==> src/rtl/rvfi_pkg.sv <==
// Shared RVFI types and constants used by the retire serializer and other
// single-channel RVFI checkers.
package rvfi_pkg;

  localparam int ORDER_W  = 8;
  localparam int INSN_W   = 32;
  localparam int PC_MAX_W = 64;

  // pc is stored at the widest supported XLEN and truncated at the consumer
  typedef struct packed {
    logic [ORDER_W-1:0]  order;
    logic [INSN_W-1:0]   insn;
    logic [PC_MAX_W-1:0] pc;
    logic                trap;
  } rvfi_entry_t;

  function automatic logic [ORDER_W-1:0] next_order(input logic [ORDER_W-1:0] order);
    return order + ORDER_W'(1);
  endfunction

endpackage

==> src/rtl/rvfi_retire_serializer_if.sv <==
// Bundle of the multi-channel RVFI retire inputs and the single replay channel.
interface rvfi_retire_serializer_if #(
  parameter int NRET = 2,
  parameter int XLEN = 32
);
  import rvfi_pkg::*;

  logic [NRET-1:0]         rvfi_valid;
  logic [NRET*ORDER_W-1:0] rvfi_order;
  logic [NRET*INSN_W-1:0]  rvfi_insn;
  logic [NRET*XLEN-1:0]    rvfi_pre_pc;
  logic [NRET-1:0]         rvfi_trap;

  logic                    out_valid;
  logic                    out_ready;
  logic [ORDER_W-1:0]      out_order;
  logic [INSN_W-1:0]       out_insn;
  logic [XLEN-1:0]         out_pc;
  logic                    out_trap;

  modport master (
    output rvfi_valid, rvfi_order, rvfi_insn, rvfi_pre_pc, rvfi_trap, out_ready,
    input  out_valid, out_order, out_insn, out_pc, out_trap
  );

  modport slave (
    input  rvfi_valid, rvfi_order, rvfi_insn, rvfi_pre_pc, rvfi_trap, out_ready,
    output out_valid, out_order, out_insn, out_pc, out_trap
  );

endinterface

==> src/rtl/rvfi_entry_fifo.sv <==
// Circular buffer accepting up to WR_PORTS compacted entries per cycle and
// releasing one entry per pop; occupancy is tracked by an explicit level.
module rvfi_entry_fifo
  import rvfi_pkg::*;
#(
  parameter int WR_PORTS = 2,
  parameter int DEPTH    = 8,
  localparam int PTR_W   = $clog2(DEPTH),
  localparam int LVL_W   = PTR_W + 1,
  localparam int CNT_W   = $clog2(WR_PORTS + 1)
) (
  input  logic                       clk,
  input  logic                       reset,
  input  logic [CNT_W-1:0]           wr_count,
  input  rvfi_entry_t [WR_PORTS-1:0] wr_data,
  input  logic                       pop,
  output rvfi_entry_t                rd_data,
  output logic [LVL_W-1:0]           level
);

  rvfi_entry_t      mem [DEPTH];
  logic [PTR_W-1:0] wr_ptr;
  logic [PTR_W-1:0] rd_ptr;
  logic             pop_ok;

  assign pop_ok  = pop && (level != '0);
  assign rd_data = mem[rd_ptr];

  // Pointer and occupancy update; pointers wrap naturally at DEPTH
  always_ff @(posedge clk) begin
    if (reset) begin
      wr_ptr <= '0;
      rd_ptr <= '0;
      level  <= '0;
    end else begin
      wr_ptr <= wr_ptr + PTR_W'(wr_count);
      rd_ptr <= rd_ptr + PTR_W'(pop_ok);
      level  <= level + LVL_W'(wr_count) - LVL_W'(pop_ok);
    end
  end

  // Storage write of the first wr_count slots into consecutive entries
  always_ff @(posedge clk) begin
    for (int i = 0; i < WR_PORTS; i++) begin
      if (CNT_W'(i) < wr_count) begin
        mem[wr_ptr + PTR_W'(i)] <= wr_data[i];
      end
    end
  end

endmodule

==> src/rtl/rvfi_retire_serializer.sv <==
// Serializes up to NRET RVFI retirements per cycle onto one handshake channel,
// flagging dropped retire cycles and breaks in the popped order sequence.
module rvfi_retire_serializer
  import rvfi_pkg::*;
#(
  parameter int NRET    = 2,
  parameter int XLEN    = 32,
  parameter int DEPTH   = 8,
  localparam int LVL_W  = $clog2(DEPTH) + 1,
  localparam int CNT_W  = $clog2(NRET + 1)
) (
  input  logic                clk,
  input  logic                reset,
  rvfi_retire_serializer_if.slave bus,
  output logic [LVL_W-1:0]    level,
  output logic                overflow,
  output logic                order_error
);

  rvfi_entry_t [NRET-1:0] chan;
  rvfi_entry_t [NRET-1:0] compact;
  logic [CNT_W-1:0]       prefix [NRET];
  logic [CNT_W-1:0]       n;
  logic [LVL_W-1:0]       free;
  logic                   accept;
  logic                   drop;
  logic [CNT_W-1:0]       wr_count;
  logic                   pop;
  rvfi_entry_t            head_raw;
  rvfi_entry_t            head;
  logic                   first_done;
  logic [ORDER_W-1:0]     expected;

  // Unpack each retire channel into an entry
  always_comb begin
    for (int c = 0; c < NRET; c++) begin
      chan[c].order = bus.rvfi_order[c*ORDER_W +: ORDER_W];
      chan[c].insn  = bus.rvfi_insn[c*INSN_W +: INSN_W];
      chan[c].pc    = PC_MAX_W'(bus.rvfi_pre_pc[c*XLEN +: XLEN]);
      chan[c].trap  = bus.rvfi_trap[c];
    end
  end

  // Exclusive prefix popcount: slot index of each valid channel
  always_comb begin
    n = '0;
    for (int c = 0; c < NRET; c++) begin
      prefix[c] = n;
      n         = n + CNT_W'(bus.rvfi_valid[c]);
    end
  end

  // Compaction: valid channels land in ascending slots with no holes
  always_comb begin
    compact = '0;
    for (int s = 0; s < NRET; s++) begin
      for (int c = 0; c < NRET; c++) begin
        if (bus.rvfi_valid[c] && (prefix[c] == CNT_W'(s))) begin
          compact[s] = chan[c];
        end else begin
          compact[s] = compact[s];
        end
      end
    end
  end

  // Free space ignores a same-cycle pop, so a full queue drops even while draining
  assign free     = LVL_W'(DEPTH) - level;
  assign accept   = (n != '0) && (LVL_W'(n) <= free);
  assign drop     = (LVL_W'(n) > free);
  assign wr_count = accept ? n : '0;
  assign pop      = bus.out_valid && bus.out_ready;

  rvfi_entry_fifo #(
    .WR_PORTS (NRET),
    .DEPTH    (DEPTH)
  ) u_fifo (
    .clk      (clk),
    .reset    (reset),
    .wr_count (wr_count),
    .wr_data  (compact),
    .pop      (pop),
    .rd_data  (head_raw),
    .level    (level)
  );

  // Storage is not cleared on reset, so the head is masked while empty
  assign bus.out_valid = (level != '0);
  assign head          = bus.out_valid ? head_raw : '0;
  assign bus.out_order = head.order;
  assign bus.out_insn  = head.insn;
  assign bus.out_pc    = head.pc[XLEN-1:0];
  assign bus.out_trap  = head.trap;

  // Sticky flags and expected-order tracking; first pop only seeds expected
  always_ff @(posedge clk) begin
    if (reset) begin
      overflow    <= 1'b0;
      order_error <= 1'b0;
      first_done  <= 1'b0;
      expected    <= '0;
    end else begin
      if (drop) begin
        overflow <= 1'b1;
      end
      if (pop) begin
        if (first_done && (bus.out_order != expected)) begin
          order_error <= 1'b1;
        end
        expected   <= next_order(bus.out_order);
        first_done <= 1'b1;
      end
    end
  end

endmodule

==> src/flat_wrapper.sv <==
// flat-port wrapper written by rule: the top's interface ports become plain ports
module rvfi_retire_serializer_flat import rvfi_pkg::*;
#(
  parameter int NRET    = 2,
  parameter int XLEN    = 32,
  parameter int DEPTH   = 8,
  localparam int LVL_W  = $clog2(DEPTH) + 1,
  localparam int CNT_W  = $clog2(NRET + 1)
)
  (clk, reset, level, overflow, order_error, bus_rvfi_valid, bus_rvfi_order, bus_rvfi_insn, bus_rvfi_pre_pc, bus_rvfi_trap, bus_out_ready, bus_out_valid, bus_out_order, bus_out_insn, bus_out_pc, bus_out_trap);
  rvfi_retire_serializer_if #(.NRET(NRET), .XLEN(XLEN)) bus_i ();
  input  logic clk;
  input  logic reset;
  output logic [LVL_W-1:0] level;
  output logic overflow;
  output logic order_error;
  input wire logic [$bits(bus_i.rvfi_valid)-1:0] bus_rvfi_valid;
  input wire logic [$bits(bus_i.rvfi_order)-1:0] bus_rvfi_order;
  input wire logic [$bits(bus_i.rvfi_insn)-1:0] bus_rvfi_insn;
  input wire logic [$bits(bus_i.rvfi_pre_pc)-1:0] bus_rvfi_pre_pc;
  input wire logic [$bits(bus_i.rvfi_trap)-1:0] bus_rvfi_trap;
  input wire logic [$bits(bus_i.out_ready)-1:0] bus_out_ready;
  output wire logic [$bits(bus_i.out_valid)-1:0] bus_out_valid;
  output wire logic [$bits(bus_i.out_order)-1:0] bus_out_order;
  output wire logic [$bits(bus_i.out_insn)-1:0] bus_out_insn;
  output wire logic [$bits(bus_i.out_pc)-1:0] bus_out_pc;
  output wire logic [$bits(bus_i.out_trap)-1:0] bus_out_trap;
  assign bus_i.rvfi_valid = bus_rvfi_valid;
  assign bus_i.rvfi_order = bus_rvfi_order;
  assign bus_i.rvfi_insn = bus_rvfi_insn;
  assign bus_i.rvfi_pre_pc = bus_rvfi_pre_pc;
  assign bus_i.rvfi_trap = bus_rvfi_trap;
  assign bus_i.out_ready = bus_out_ready;
  assign bus_out_valid = bus_i.out_valid;
  assign bus_out_order = bus_i.out_order;
  assign bus_out_insn = bus_i.out_insn;
  assign bus_out_pc = bus_i.out_pc;
  assign bus_out_trap = bus_i.out_trap;
  rvfi_retire_serializer #(.NRET(NRET), .XLEN(XLEN), .DEPTH(DEPTH)) u_core (.clk(clk), .reset(reset), .bus(bus_i), .level(level), .overflow(overflow), .order_error(order_error));
endmodule
==> config.mk <==
export PLATFORM = sky130hd
export DESIGN_NAME = rvfi_retire_serializer_flat
export DESIGN_NICKNAME = d
export VERILOG_FILES = /design/src/rtl/rvfi_pkg.sv /design/src/rtl/rvfi_retire_serializer_if.sv /design/src/rtl/rvfi_entry_fifo.sv /design/src/rtl/rvfi_retire_serializer.sv /design/src/flat_wrapper.sv
export SDC_FILE = /design/constraint.sdc
export NUM_CORES = 1
export LEC_CHECK = 0
export ABC_AREA = 1
export ABC_CLOCK_PERIOD_IN_PS = 9250
export BUFFER_PORTS_ARGS = -buffer_cell sky130_fd_sc_hd__buf_4
export CAP_MARGIN = 20
export CORE_ASPECT_RATIO = 0.6
export CORE_MARGIN = 3
export CORE_UTILIZATION = 55
export CTS_CLUSTER_DIAMETER = 120
export DETAILED_ROUTE_END_ITERATION = 6
export PLACE_DENSITY = 0.74
export SYNTH_ARGS = -nofsm -noshare
export SYNTH_HDL_FRONTEND = slang
export SYNTH_SLANG_ARGS = --single-unit
==> constraint.sdc <==
create_clock -name clk -period 9.25 [get_ports clk]
set_input_delay 0.925 -clock clk [delete_from_list [all_inputs] [get_ports clk]]
set_output_delay 0.925 -clock clk [all_outputs]
set_load 0.005 [all_outputs]
==> impl_metrics.yaml, run 1 <==
timing:
  fin_skew_ps: 22.9
  setup_viol: 0
  finalHoldViolCount: 0
  worst_pin_slew_ps: 1160
  drv_slew: 0
  totalNegativeSetupSlack_ps: 0
  fmax_mhz: 187
  rsz0062_at_grt: "no"
  finalCritPeriodShare: 0.579
  finalWorstSetupSlack_ps: 3900
  relSlewSlack: 0.227
  fin_crit_ps: 5350
synth:
  async_flop_share: 0
  syn_area_mm2: 0.0322
  synthesis.area_per_instance_um2: 9.05
  yosysSeqAreaShare: 0.557
  synthFlopType: "edfxtp_1"
  synth_edf_count: 584
  yosys_warnings: 0
  syn_inst: 3563
  synth_seq_cells: 605
  syn-num-nets: 3733
  synth_cell_types: 33
clock_network:
  cts_setup_buffers: 0
  clk_pin_slew_ps: 60
  post_cts_resized: 0
  htreeDepth: 2
  cts_tree: "built"
  cts_hold_buf: 0
  cts_buffers: 57
  clk_latency_ps: 610
  clock-sinks: 605
  cts.path.max_buffers: 3
  cts_root_buf: "clkbuf_16"
worst_setup_path:
  critical_path.max_fanout: 102
  critPathTopFamily: "buffers and inverters"
  cpMostUsedCell: "buf_4"
  r2r_end: "u_core.u_fifo.mem[7][29]$_DFFE_PP_"
  worstSetupStartpoint: "u_core.u_fifo.rd_ptr[0]$_SDFF_PP0_"
  r2r-start: "u_core.u_fifo.level[0]$_SDFF_PP0_"
  end_kind: "primary output"
  worst_path_largest_cell_delay_ps: 980
  rr_worst_depth: 12
  path_class: "flop to primary output"
  path_depth: 7
  path_buf_inv: 3
  crit_path_cell_trace: "buf_4 -> buf_4 -> o21ai_0 -> o22ai_1 -> o21ai_0 -> a31oi_1 -> buf_4"
  crit_slowest_cell: "buf_4"
  ff2ff_setup_slack_ps: 4620
  crit_end: "bus_out_insn[13]"
  required_ps: 8330
  cp-start-kind: "flop"
  critical_path_arrival_ps: 4430
layout:
  fin_nets: 3766
  antenna_cells: 0
  layout-drive-gt1-share: 0.113
  fin_area_mm2: 0.0349
  final_common_cell: "nand2_1"
  final_cell_mix: "921 x nand2_1, 584 x edfxtp_1, 472 x o21ai_1"
  fin_util: 0.606
  fillers: 4844
  layout.area.seq_mm2: 0.0180
  area_growth_pct: 8.39
  multi_input_area_mm2: 0.0121
place:
  placed_area_mm2: 0.0332
  dp_slack_ps: 3440
  dp_hpwl_mm: 54.3
  gp_congestion: 0.845
  io_buffers: 230
drt:
  routed_via_density: 6.04
  wl_per_cell_um: 21.7
  ant_nets: 0
  vias: 26649
  drc: 0
  dr.first_iter.drc_count: 3820
  dr.pass1.iters: 6
  wl_mm: 95.7
floorplanning:
  start_util: 0.559
  rows: 68
  dieHeight_um: 194
  core-area_mm2: 0.0577
  dieArea_mm2: 0.0617
  io_pins: 231
  die_width_um: 319
global_routing:
  grt_max_degree: 183
  grtUsageMet2: 0.453
  grt-ovfl-total: 0
  met1_usage: 0.453
  top_usage_layer: "met1"
  grt_pass1_wl_mm: 147
  grt_use_total: 0.302
  grt_antenna_before_repair: 1
  grt_pass1_vias: 24406
  grt.met3_usage: 0.0497
power:
  ir_drop_mv: 0.261
  cellLeakagePower_nw: 13.0
  powerDensity_mw_per_mm2: 266
outcome:
  status: "finished clean"
worst_hold_path:
  hp-class: "flop to flop"
job:
  cap_violations: 0
==> how the worst min path moves through the flow <==
stage / slack (ps) / end / depth (start not counted) / start
after CTS: 460 / u_core.order_error$_SDFFE_PP0P_ / 2 / u_core.order_error$_SDFFE_PP0P_
after detailed placement: 450 / u_core.order_error$_SDFFE_PP0P_ / 2 / u_core.order_error$_SDFFE_PP0P_
final: 460 / u_core.order_error$_SDFFE_PP0P_ / 2 / u_core.order_error$_SDFFE_PP0P_
after global routing: 480 / u_core.order_error$_SDFFE_PP0P_ / 2 / u_core.order_error$_SDFFE_PP0P_
after floorplan: 440 / u_core.first_done$_SDFFE_PP0P_ / 2 / u_core.first_done$_SDFFE_PP0P_
after global placement: 440 / u_core.order_error$_SDFFE_PP0P_ / 2 / u_core.order_error$_SDFFE_PP0P_
==> cell type report <==
type                    count  area share
repair buffers            258      0.0560
clock inverters            26     0.00426
multi-input cells        2595       0.345
inverters                  79     0.00884
well taps                 770      0.0276
flip-flops and latches    605       0.514
clock buffers              79      0.0438
==> logic make-up (layout without fill, tap and decap cells) <==
logic type / after synthesis / in the layout / share of synthesized area
xor+xnor: 6 / 6 / 0.00163
compound gates: 1070 / 1070 / 0.177
flops: 605 / 605 / 0.557
simple gates: 1500 / 1500 / 0.183
buf+inv: 363 / 442 / 0.0738
fa+ha+maj: 19 / 19 / 0.00784
==> sequential cells by signal, summed over array words and instances, names as in the netlist <==
| register | cells |
|---|---|
| u_core.u_fifo.mem | 584 |
| u_core.expected | 8 |
| u_core.u_fifo.level | 4 |
| u_core.u_fifo.rd_ptr | 3 |
| u_core.u_fifo.wr_ptr | 3 |
| u_core.first_done | 1 |
| u_core.order_error | 1 |
| u_core.overflow | 1 |
==> worst min-delay path, delay by kind of cell, from the launching register on <==
family          cells  cell delay, ps
compound gates      1              60
buf+inv             1              50
flops               1             310
==> layer usage <==
metal	part of all wire	wire, um
met3	0.11	10200
met5	0.00014	13
met2	0.44	42300
met4	0.028	2650
met1	0.42	40500
==> cells in the mapped netlist (2+ instances only) <==
library cell  number  area [um^2]
nand2_1          930         3490
nand3_2            5         50.1
nand2_2            8         50.1
xor2_1             4         35.0
o21ai_0          407         2040
nor2_1           426         1600
fa_1               2         40.0
nor2_4             2         22.5
edfxtp_1         584        17500
inv_2              4         15.0
nor2_2             2         12.5
o21ai_2           45          394
xnor2_1            2         17.5
inv_1             74          278
clkbuf_1         117          439
dfxtp_1           21          420
buf_2             27          135
nand3_1          108          541
buf_4              7         52.6
a21oi_1           13         65.1
buf_6            127         1430
buf_1              6         22.5
nand4_1           17          106
a31oi_1           65          407
ha_1              17          213
o21ai_1          472         2360
o22ai_1           65          407
==> stage by stage <==
stage | power, mW | instances | hold WS [ps]
floorplan | 5.81 | 3563 | 436
global placement | 6.99 | 4306 | 442
detailed placement | 7.07 | 4306 | 448
CTS | 9.24 | 4411 | 458
global route | 9.77 | 4412 | 476
finish | 9.29 | 4412 | 462
==> report_power, final <==
part	switching (mW)	leakage [nW]	internal, mW	total [mW]
sequential	0.175	5.57	3.57	3.75
clock	1.03	0.819	1.18	2.21
combinational	2.25	6.62	1.08	3.33
total	3.46	13.0	5.83	9.29
No activity file was read; power rests on OpenSTA's default activity.
==> run 2, diff against run 1 <==
- ABC_CLOCK_PERIOD_IN_PS: 9250 -> 4400
- PLACE_DENSITY: 0.74 -> 0.77
- clock period: 9.25 -> 4.4 ns (I/O delays scaled with it)
==> run 2 against run 1 <==
Compared with the run above: clock power is 110% higher; design area up 1.8%; global-route usage is 0.57 points higher; critical path type unchanged; via count grew 2.2%; power is 110% higher; sequential share of layout area shrank 0.88 points; critical path depth did not move; hold slack lost 420 ps; core utilization is 1.1 points higher; setup slack worse by 3100 ps; sequential power increased by 110%.
==> impl_metrics.yaml, run 2 (synthesized netlist as in run 1, its figures left out) <==
drt:
  dr.first_iter.drc_count: 3960
  routed_via_density: 6.15
  route.met2.wl_mm: 43.2
  wirelength_met1_mm: 39.8
  ant_nets: 0
  top_layer: "met4"
  dr_wl_met3_mm: 11.5
  dr.pass1.iters: 6
  wl_per_cell_um: 22.0
  wl_mm: 97.7
  drc: 0
  vias: 27244
clock_network:
  clock-sinks: 605
  cts_tree: "built"
  cts_hold_buf: 0
  cts_buffers: 56
  cts_setup_buffers: 0
  clk_latency_ps: 620
  cts.path.max_buffers: 3
  cts_root_buf: "clkbuf_16"
  htreeDepth: 2
  clk_pin_slew_ps: 60
  post_cts_resized: 0
layout:
  fin_cells: 4430
  fin_util: 0.616
  layout-drive-gt1-share: 0.120
  fillers: 4684
  fin_area_mm2: 0.0356
  final_common_cell: "nand2_1"
  antenna_cells: 0
  top_register: "u_core.u_fifo.mem"
  area_growth_pct: 10.3
  largest_registers: "u_core.u_fifo.mem: 584 flops, u_core.expected: 8 flops, u_core.u_fifo.level: 4 flops"
  fin_nets: 3785
  final_cell_mix: "921 x nand2_1, 584 x edfxtp_1, 472 x o21ai_1"
  largest_register_ff_count: 584
timing:
  finalHoldViolCount: 0
  worst_pin_slew_ps: 1190
  fin_skew_ps: 24.6
  drv_slew: 0
  rsz0062_at_grt: "no"
  totalNegativeSetupSlack_ps: 0
  fmax_mhz: 281
  setup_viol: 0
  finalCritPeriodShare: 0.809
  finalWorstSetupSlack_ps: 841
  fin_crit_ps: 3560
  relSlewSlack: 0.209
floorplanning:
  dieHeight_um: 194
  rows: 68
  die_width_um: 319
  io_pins: 231
  dieArea_mm2: 0.0617
  core-area_mm2: 0.0577
  start_util: 0.559
global_routing:
  grt_antenna_before_repair: 0
  grt_use_total: 0.308
  grt-ovfl-total: 0
  grt_pass1_vias: 25344
  grt_pass1_wl_mm: 149
  grt_max_degree: 220
worst_setup_path:
  cpMostUsedCell: "o21ai_0"
  end_kind: "primary output"
  critical_path_arrival_ps: 3120
  critical_path.max_fanout: 55
  required_ps: 3960
  crit_slowest_cell: "inv_4"
  worst_path_largest_cell_delay_ps: 600
  path_class: "flop to primary output"
  crit_path_cell_trace: "inv_4 -> buf_12 -> o21ai_0 -> o22ai_1 -> o21ai_0 -> a31oi_1 -> buf_4"
  cp-start-kind: "flop"
power:
  p_seq_frac: 0.390
  p_sw_frac: 0.371
  cellLeakagePower_nw: 13.2
  pwr-share-comb: 0.371
  powerDensity_mw_per_mm2: 560
  ir_drop_mv: 0.473
  power_switching_mw: 7.39
  power_frac_clock: 0.239
  p_int_mw: 12.5
job:
  cap_violations: 0
place:
  gp_congestion: 0.826
  placed_area_mm2: 0.0338
  dp_hpwl_mm: 53.3
  placed_cells: 4326
  dp_slack_ps: 910
  io_buffers: 230
outcome:
  status: "finished clean"
worst_hold_path:
  hp-class: "input port to flop"
==> run 2: cell types whose count changed in the layout (fill, tap and decap cells not counted), sizes merged <==
cell,before,now
clkinv,22,32
clkbuf,79,66
buf,258,278
bufinv,1,3
clkinvlp,1,2
inv,81,79
==> run 2: power by group through the flow <==
stage / clock network, mW / registers [mW] / logic (mW)
final: 4.75 / 7.77 / 7.39
after global routing: 4.99 / 7.83 / 8.08
after CTS: 4.75 / 7.76 / 7.28
after detailed placement: 0 / 7.88 / 7.24
after global placement: 0 / 7.86 / 7.12
after floorplan: 0 / 7.81 / 4.37
==> run 2: path summary, 6_finish.rpt <==
path / slack, ps / depth (start not counted) / end / start
setup / recovery: 840 / 7 / bus_out_pc[11] / u_core.u_fifo.rd_ptr[1]$_SDFF_PP0_
hold / removal: 40 / 2 / u_core.expected[0]$_SDFFE_PP0P_ / bus_out_ready
setup reg to reg: 980 / 12 / u_core.u_fifo.mem[1][13]$_DFFE_PP_ / u_core.u_fifo.level[0]$_SDFF_PP0_
hold reg to reg: 460 / 2 / u_core.first_done$_SDFFE_PP0P_ / u_core.first_done$_SDFFE_PP0P_
==> run 2: metrics by stage <==
| stage | hold WS, ps | total power, mW |
|---|---|---|
| 2_1_floorplan | 436 | 12.2 |
| 3_3_place_gp | 443 | 15.0 |
| 3_5_place_dp | 448 | 15.1 |
| 4_1_cts | 22.6 | 19.8 |
| 5_1_grt | 30.6 | 20.9 |
| 6_report | 42.1 | 19.9 |
==> run 2: cell type report <==
type | instances | area, um^2 | share of cell area
Clock buffer | 66 | 1480 | 0.0417
Sequential cell | 605 | 18000 | 0.505
Timing Repair Buffer | 278 | 2470 | 0.0695
Multi-Input combinational cell | 2595 | 12100 | 0.340
Clock inverter | 37 | 260 | 0.00732
Inverter | 79 | 309 | 0.00869
Tap cell | 770 | 963 | 0.0271
==> run 2: routing by layer <==
layer / up-vias / track usage
met5: - / 0
met4: 0 / 0.112
met3: 226 / 0.0505
met2: 1783 / 0.461
met1: 12682 / 0.455
li1: 12553 / -
==> run 2: critical path, delay by kind of cell, from the launching register on <==
family	cells	cell delay [ps]
DFF	1	470
AOI/OAI and AO/OA	4	850
buffers and inverters	3	1140
